--- src/rtl/mult_div_unit.sv ---
// Iterative radix-2 multiply/divide unit with HI/LO result registers.
// MULT/MULTU use shift-add, DIV/DIVU use restoring shift-subtract on magnitudes.
// Signs are fixed up in a final cycle. MTHI/MTLO writes are accepted only while idle.
module mult_div_unit #(
   parameter int unsigned W = 32
) (
   input  logic         clk,
   input  logic         reset,
   input  logic         start,
   input  logic [1:0]   op,
   input  logic [W-1:0] A,
   input  logic [W-1:0] B,
   input  logic         hi_wr,
   input  logic         lo_wr,
   input  logic [W-1:0] wr_data,
   output logic [W-1:0] HI,
   output logic [W-1:0] LO,
   output logic         busy,
   output logic         done
);

   localparam int unsigned CW = $clog2(W);

   typedef enum logic [1:0] {IDLE, CALC, FIN} state_t;

   state_t           state, state_n;
   logic             is_div, is_div_n;
   logic             sgn_q, sgn_q_n;
   logic             sgn_r, sgn_r_n;
   logic             bzero, bzero_n;
   logic [CW-1:0]    cnt, cnt_n;
   logic [2*W-1:0]   acc, acc_n;     // mult: {partial product, multiplier}; div: low half holds quotient
   logic [W-1:0]     rem, rem_n;     // restored partial remainder (always < divisor)
   logic [W-1:0]     opnd, opnd_n;   // multiplicand or divisor magnitude
   logic [W-1:0]     hi_n, lo_n;
   logic             busy_n, done_n;

   logic             op_signed;
   logic [W-1:0]     mag_a, mag_b;
   logic [W:0]       mul_sum;
   logic [W:0]       div_shift;
   logic             div_ge;
   logic [W-1:0]     div_diff;
   logic [2*W-1:0]   prod_fix;
   logic [W-1:0]     quo_fix, rem_fix;

   // Operand magnitudes; the most-negative value maps to its unsigned magnitude.
   assign op_signed = ~op[0];
   assign mag_a     = (op_signed && A[W-1]) ? (~A + W'(1)) : A;
   assign mag_b     = (op_signed && B[W-1]) ? (~B + W'(1)) : B;

   // One shift-add step: conditionally add multiplicand into the upper half, keeping the carry.
   assign mul_sum   = acc[0] ? ({1'b0, acc[2*W-1:W]} + {1'b0, opnd}) : {1'b0, acc[2*W-1:W]};

   // One restoring step: W+1-bit shifted partial remainder compared against the divisor.
   assign div_shift = {rem, acc[W-1]};
   assign div_ge    = (div_shift >= {1'b0, opnd});
   assign div_diff  = div_shift[W-1:0] - opnd;

   // Final sign correction; a zero divisor forces an all-ones quotient.
   assign prod_fix  = sgn_q ? (~acc + (2*W)'(1)) : acc;
   assign quo_fix   = bzero ? '1 : (sgn_q ? (~acc[W-1:0] + W'(1)) : acc[W-1:0]);
   assign rem_fix   = sgn_r ? (~rem + W'(1)) : rem;

   // State and datapath registers.
   always_ff @(posedge clk or posedge reset) begin
      if (reset) begin
         state  <= IDLE;
         is_div <= 1'b0;
         sgn_q  <= 1'b0;
         sgn_r  <= 1'b0;
         bzero  <= 1'b0;
         cnt    <= '0;
         acc    <= '0;
         rem    <= '0;
         opnd   <= '0;
         HI     <= '0;
         LO     <= '0;
         busy   <= 1'b0;
         done   <= 1'b0;
      end else begin
         state  <= state_n;
         is_div <= is_div_n;
         sgn_q  <= sgn_q_n;
         sgn_r  <= sgn_r_n;
         bzero  <= bzero_n;
         cnt    <= cnt_n;
         acc    <= acc_n;
         rem    <= rem_n;
         opnd   <= opnd_n;
         HI     <= hi_n;
         LO     <= lo_n;
         busy   <= busy_n;
         done   <= done_n;
      end
   end

   // Next-state and next-register logic.
   always_comb begin
      state_n  = state;
      is_div_n = is_div;
      sgn_q_n  = sgn_q;
      sgn_r_n  = sgn_r;
      bzero_n  = bzero;
      cnt_n    = cnt;
      acc_n    = acc;
      rem_n    = rem;
      opnd_n   = opnd;
      hi_n     = HI;
      lo_n     = LO;
      busy_n   = busy;
      done_n   = 1'b0;

      case (state)
         IDLE: begin
            if (hi_wr) hi_n = wr_data;
            if (lo_wr) lo_n = wr_data;
            if (start) begin
               is_div_n = op[1];
               sgn_q_n  = op_signed & (A[W-1] ^ B[W-1]);
               sgn_r_n  = op_signed & A[W-1];
               bzero_n  = (B == '0);
               opnd_n   = op[1] ? mag_b : mag_a;
               acc_n    = {{W{1'b0}}, (op[1] ? mag_a : mag_b)};
               rem_n    = '0;
               cnt_n    = CW'(W - 1);
               busy_n   = 1'b1;
               state_n  = CALC;
            end
         end
         CALC: begin
            if (is_div) begin
               acc_n = {acc[2*W-1:W], acc[W-2:0], div_ge};
               rem_n = div_ge ? div_diff : div_shift[W-1:0];
            end else begin
               acc_n = {mul_sum, acc[W-1:1]};
            end
            cnt_n = cnt - CW'(1);
            if (cnt == '0) state_n = FIN;
         end
         FIN: begin
            if (is_div) begin
               hi_n = rem_fix;
               lo_n = quo_fix;
            end else begin
               hi_n = prod_fix[2*W-1:W];
               lo_n = prod_fix[W-1:0];
            end
            busy_n  = 1'b0;
            done_n  = 1'b1;
            state_n = IDLE;
         end
         default: state_n = IDLE;
      endcase
   end

endmodule

--- config.mk ---
export PLATFORM = sky130hd
export DESIGN_NAME = mult_div_unit
export DESIGN_NICKNAME = d
export VERILOG_FILES = /design/src/rtl/mult_div_unit.sv
export SDC_FILE = /design/constraint.sdc
export NUM_CORES = 1
export LEC_CHECK = 0
export ABC_AREA = 1
export CAP_MARGIN = 40
export CORE_UTILIZATION = 50
export CTS_CLUSTER_DIAMETER = 60
export DETAILED_ROUTE_END_ITERATION = 8
export PLACE_DENSITY = 0.84
export SLEW_MARGIN = 20
export SYNTH_ARGS = -nofsm -noshare
export SYNTH_HDL_FRONTEND = slang
export SYNTH_SLANG_ARGS = --single-unit
--- constraint.sdc ---
create_clock -name clk -period 7.1 [get_ports clk]
set_input_delay 1.42 -clock clk [delete_from_list [all_inputs] [get_ports clk]]
set_output_delay 1.42 -clock clk [all_outputs]
set_load 0.01 [all_outputs]
# Word level (Yosys, flattened, before mapping)
# Cells that the tools add are included.
# W data, S select, Z words.
# op_classes
eq_ne,8
add_sub_neg,8
mux,30
n_lt_le_gt_ge,1
n_reduce_logical,15
bitwise_logic,9
# ops
cell,n
$mux W32,14
$mux W64,3
$pmux W32 S2,3
$add A32 B1 Y32 const B,4
$not A32 Y32,4
$pmux W64 S2,1
$add A64 B1 Y64 const B,1
$not A64 Y64,1
$add A32 B32 Y33,1
$ge A33 B32 Y1,1
$mux W33,1
$logic_not A32 Y1,1
$sub A32 B32 Y32,1
$ne A2 B2 Y1 const B,6
$reduce_and A2 Y1,6
$pmux W5 S2,1
$reduce_and A3 Y1,2
$logic_not A5 Y1,1
$mux W5,1
$sub A5 B1 Y5 const B,1
$mux W2,2
$pmux W2 S2,1
$reduce_bool A2 Y1,2
$and A1 B1 Y1,2
8 further kinds,10
# totals
elab_cells,85
output_inout_bits,66
ff_bits,205
in_bits,103

# Longest topological paths before layout
# logic_depth
ltp_word,6
ltp_mapped,18
ltp_nobuf,17

# Worst setup path before layout
# No wires, ideal clock.
# synth_timing
path_kind,input port to flip-flop
start,input B[0]
end,register acc[30]
arrival_ns,2.615
path_buffers,0
setup_time_ns,0.126
required_time_ns,6.974
path_stages,10
setup_slack_ns,4.359
cell_sequence,inv_1 ha_1 nand2_1 nor3_1 nand3_1 o21ai_0 nand2_1 xor2_1 nand2_1 nand3_1
# synth_via
elab_chain_cells,6
# synth_rtl
element,line,source
from (decl),12,"input logic [W-1:0] B,"
$not A32 Y32,50,assign mag_b = (op_signed && B[W-1]) ? (~B + W'(1)) : B;
$add A32 B1 Y32,50,
$mux W32,50,
$mux W32,124,"acc_n = {{W{1'b0}}, (op[1] ? mag_a : mag_b)};"
$mux W64,118,if (start) begin
$pmux W64 S2,114,case (state)
to (signal assigned),88,acc <= acc_n;
to (decl),32,"logic [2*W-1:0] acc, acc_n;"
# Every way passes these cells. The select of a mux whose other input is x is not followed.
# A chain may end at the register's enable or synchronous reset.

# Final worst setup path
# layout_timing
start,input op[1]
end,register opnd[0]
# layout_via
elab_chain_cells,1
# layout_rtl
element,line,source
from (decl),10,"input logic [1:0] op,"
$mux W32,123,opnd_n = op[1] ? mag_b : mag_a;
to (signal assigned),90,opnd <= opnd_n;
to (decl),34,"logic [W-1:0] opnd, opnd_n;"
# Every way passes these cells.

==> reports/results.ini <==
[run_status]
status=finished clean

[power]
p_switching_mw=6.959
swShare_pct=57.01
ir_drop_v=0.0002677
power.share.combinational_pct=67.8
p_seq_share_pct=21.3
p_int_mw=5.248
p_leak_nw=9.918
power_frac_clock_pct=10.9
p_per_area_mw_per_mm2=562.1

[clock_network]
clk_pin_slew_ps=60
cts_sinks=205
cts_made_buffers=26
cts.path.max_buffers=3
cts_setup_buffers=0
htreeDepth=1
insertion_delay_ps=570
cts_resized=0
ctsHoldBuffers=0
cts_tree=done
clockRootBuffer=clkbuf_16

[timing]
period_share_pct=58.11
max_freq_ghz=0.2424
setup_viol=0
finalSetupTns_ps=0
max_slew.worst_pin.slew_ps=879.5
rsz0062_at_grt=false
finClkSkew_ps=37.71
hold_viol_final=0
slew_violations=0
finalCriticalPeriod_ps=4126
whs_ps=486.9
slew_headroom_pct=40.75

[synth]
synth_most_common_cell=nand2_1
synthArstFlopShare_pct=100.0
syn_area_per_cell_um2=6.195
syn_inst=3035
synth_ff_type=dfrtp_1
netlist_top_cells_count=nand2_1 (782), nor2_1 (394), inv_1 (322), a21oi_1 (274), nand3_1 (274)
yosysTopAreaCellShare_pct=27.29
synth_seq_cells=205
ys_seq_area_share_pct=27.29
synth_edf_count=0
syn_nets=3210
ys_types=52
synth_warnings=0
synth.largest_area_cell=dfrtp_1
synth.cell_area_mm2=0.01880
synth_area_leaders=dfrtp_1 (27%), nand2_1 (16%), nor2_1 (7.9%), a21oi_1 (7.3%), nand3_1 (7.3%)

[critical_path]
cp.arrival_ps=4560
cp.required_ps=7540
reg2reg_depth=14
slowest_stage=clkdlybuf4s50_1
max_stage_delay_ps=920
rr_startpoint=opnd[20]
crit_chain=clkdlybuf4s50_1 -> clkinv_1 -> nor2_2 -> buf_4 -> inv_1 -> o22ai_1 -> a21oi_1
crit_type=primary input to flip-flop
crit_path_start=op[1]
start_kind=primary input
timing.rr.end=rem[25]
endpoint_kind=flip-flop
rrSetupSlack_ps=3770
crit_fanout=22

[die]
start_util_pct=51.11
row_count=70
dieArea_mm2=0.03838
die_w_um=195.9
ios=169
core_area_mm2=0.03679
die_h_um=195.9

[flow_run]
max_cap_violations=0

[worst_hold_path]
hold_path_end=LO[12]
min_path_type=flip-flop to flip-flop
min_path_cells=2
hp-start=LO[12]

[global_routing]
antenna_found_initial=3
track_usage_pct=40.63
grt_pass1_wl_um=119700
grt_max_degree=106
grt_pass1_vias=20590
gr-total-overflow=0

[drt]
ant_nets=0
drc=0
avgRoutedWirePerCell_um=21.80
viasPerCell=6.118
drtPass1Iterations=6
drt-total-wl_um=79320
vias=22260
drt-initial-drc-count=2878

[placement]
post_dp_cell_area_mm2=0.02079
routabilityCongestion=1.060
dpl.hpwl_um=63650
io_buffers=168

[cells_and_area]
final_nets=3322
num-fill-cells=3530
fin_area_mm2=0.02172
syn2layout_area_growth_pct=15.51
drive_gt1_share_pct=4.296

-- layout make-up --
cell class | count | area, um^2 | share of cell area (%)
well taps | 468 | 585.6 | 2.696
clock buffers | 35 | 724.4 | 3.336
clock inverters | 12 | 120.1 | 0.5531
inverters | 336 | 1269 | 5.842
diodes | 5 | 12.51 | 0.05761
multi-input cells | 2390 | 11960 | 55.07
flip-flops and latches | 205 | 5131 | 23.63
repair buffers | 188 | 1914 | 8.815
-- power by group through the flow --
stage,Clock (mW),Sequential (mW),Combinational (mW)
global route,1.36,2.61,9.03
detailed placement,0,2.55,7.94
finish,1.33,2.60,8.28
floorplan,0,2.25,5.44
global placement,0,2.53,7.74
CTS,1.32,2.53,8.00
-- sequential cells by signal, indices dropped and copies added (netlist names), 2 cells and up --
name   flops
HI        32
LO        32
acc       64
cnt        5
opnd      32
rem       32
state      2
-- cell usage in the layout (no fill, tap or decap), drive strengths merged, types with 16 or more instances in the layout --
master	count
nor3	39
buf	19
a22oi	16
nand4	31
dfrtp	205
inv	336
xor2	42
a21oi	274
nand2	795
nor2	417
o22ai	20
clkdlybuf4s50	168
xnor2	28
nand3	282
o211ai	27
o21ai	247
ha	70
clkbuf	36
-- critical path, delay by kind of cell --
family          cells  cell delay (ps)
buf+inv             4             2090
simple gates        1              820
compound gates      2              220
-- kinds of logic (layout without fill, tap and decap cells) --
group | after synthesis | in the layout | synth area share (%)
flops | 205 | 205 | 27.29
buf+inv | 440 | 571 | 9.164
simple gates | 1600 | 1600 | 36.30
compound gates | 648 | 648 | 19.12
fa+ha+maj | 72 | 72 | 4.872
other cells | 0 | 5 | 0
xor+xnor | 70 | 70 | 3.261
-- stage by stage --
step           utilization [%]  power (mW)  instances  setup WS [ps]
2_1_floorplan                -       7.682       3035          84.23
3_3_place_gp             56.36       10.26       3581           2510
3_5_place_dp             56.52       10.49       3584           2512
4_1_cts                  58.82       11.85       3631           3085
5_1_grt                  59.00       13.00       3634           2653
6_report                 59.04       12.21       3639           2974
-- per-layer routing --
| metal | vias up | track usage [%] | routed length, um |
|---|---|---|---|
| met3 | 262 | 9.369 | 8814 |
| met2 | 1375 | 63.16 | 34680 |
| met4 | 2 | 21.27 | 4802 |
| met5 | - | 0 | 19 |
| met1 | 10350 | 52.59 | 31010 |
| li1 | 10280 | - | - |
-- worst max-delay path by stage --
stage	cells past startpoint	end	slack [ps]
3_5_place_dp	7	opnd[0]	2510
2_1_floorplan	1	HI[0]	80
4_1_cts	7	opnd[0]	3080
3_3_place_gp	7	opnd[0]	2510
5_1_grt	7	opnd[0]	2650
6_report	7	opnd[0]	2970
(Power assumes the default switching activity.)
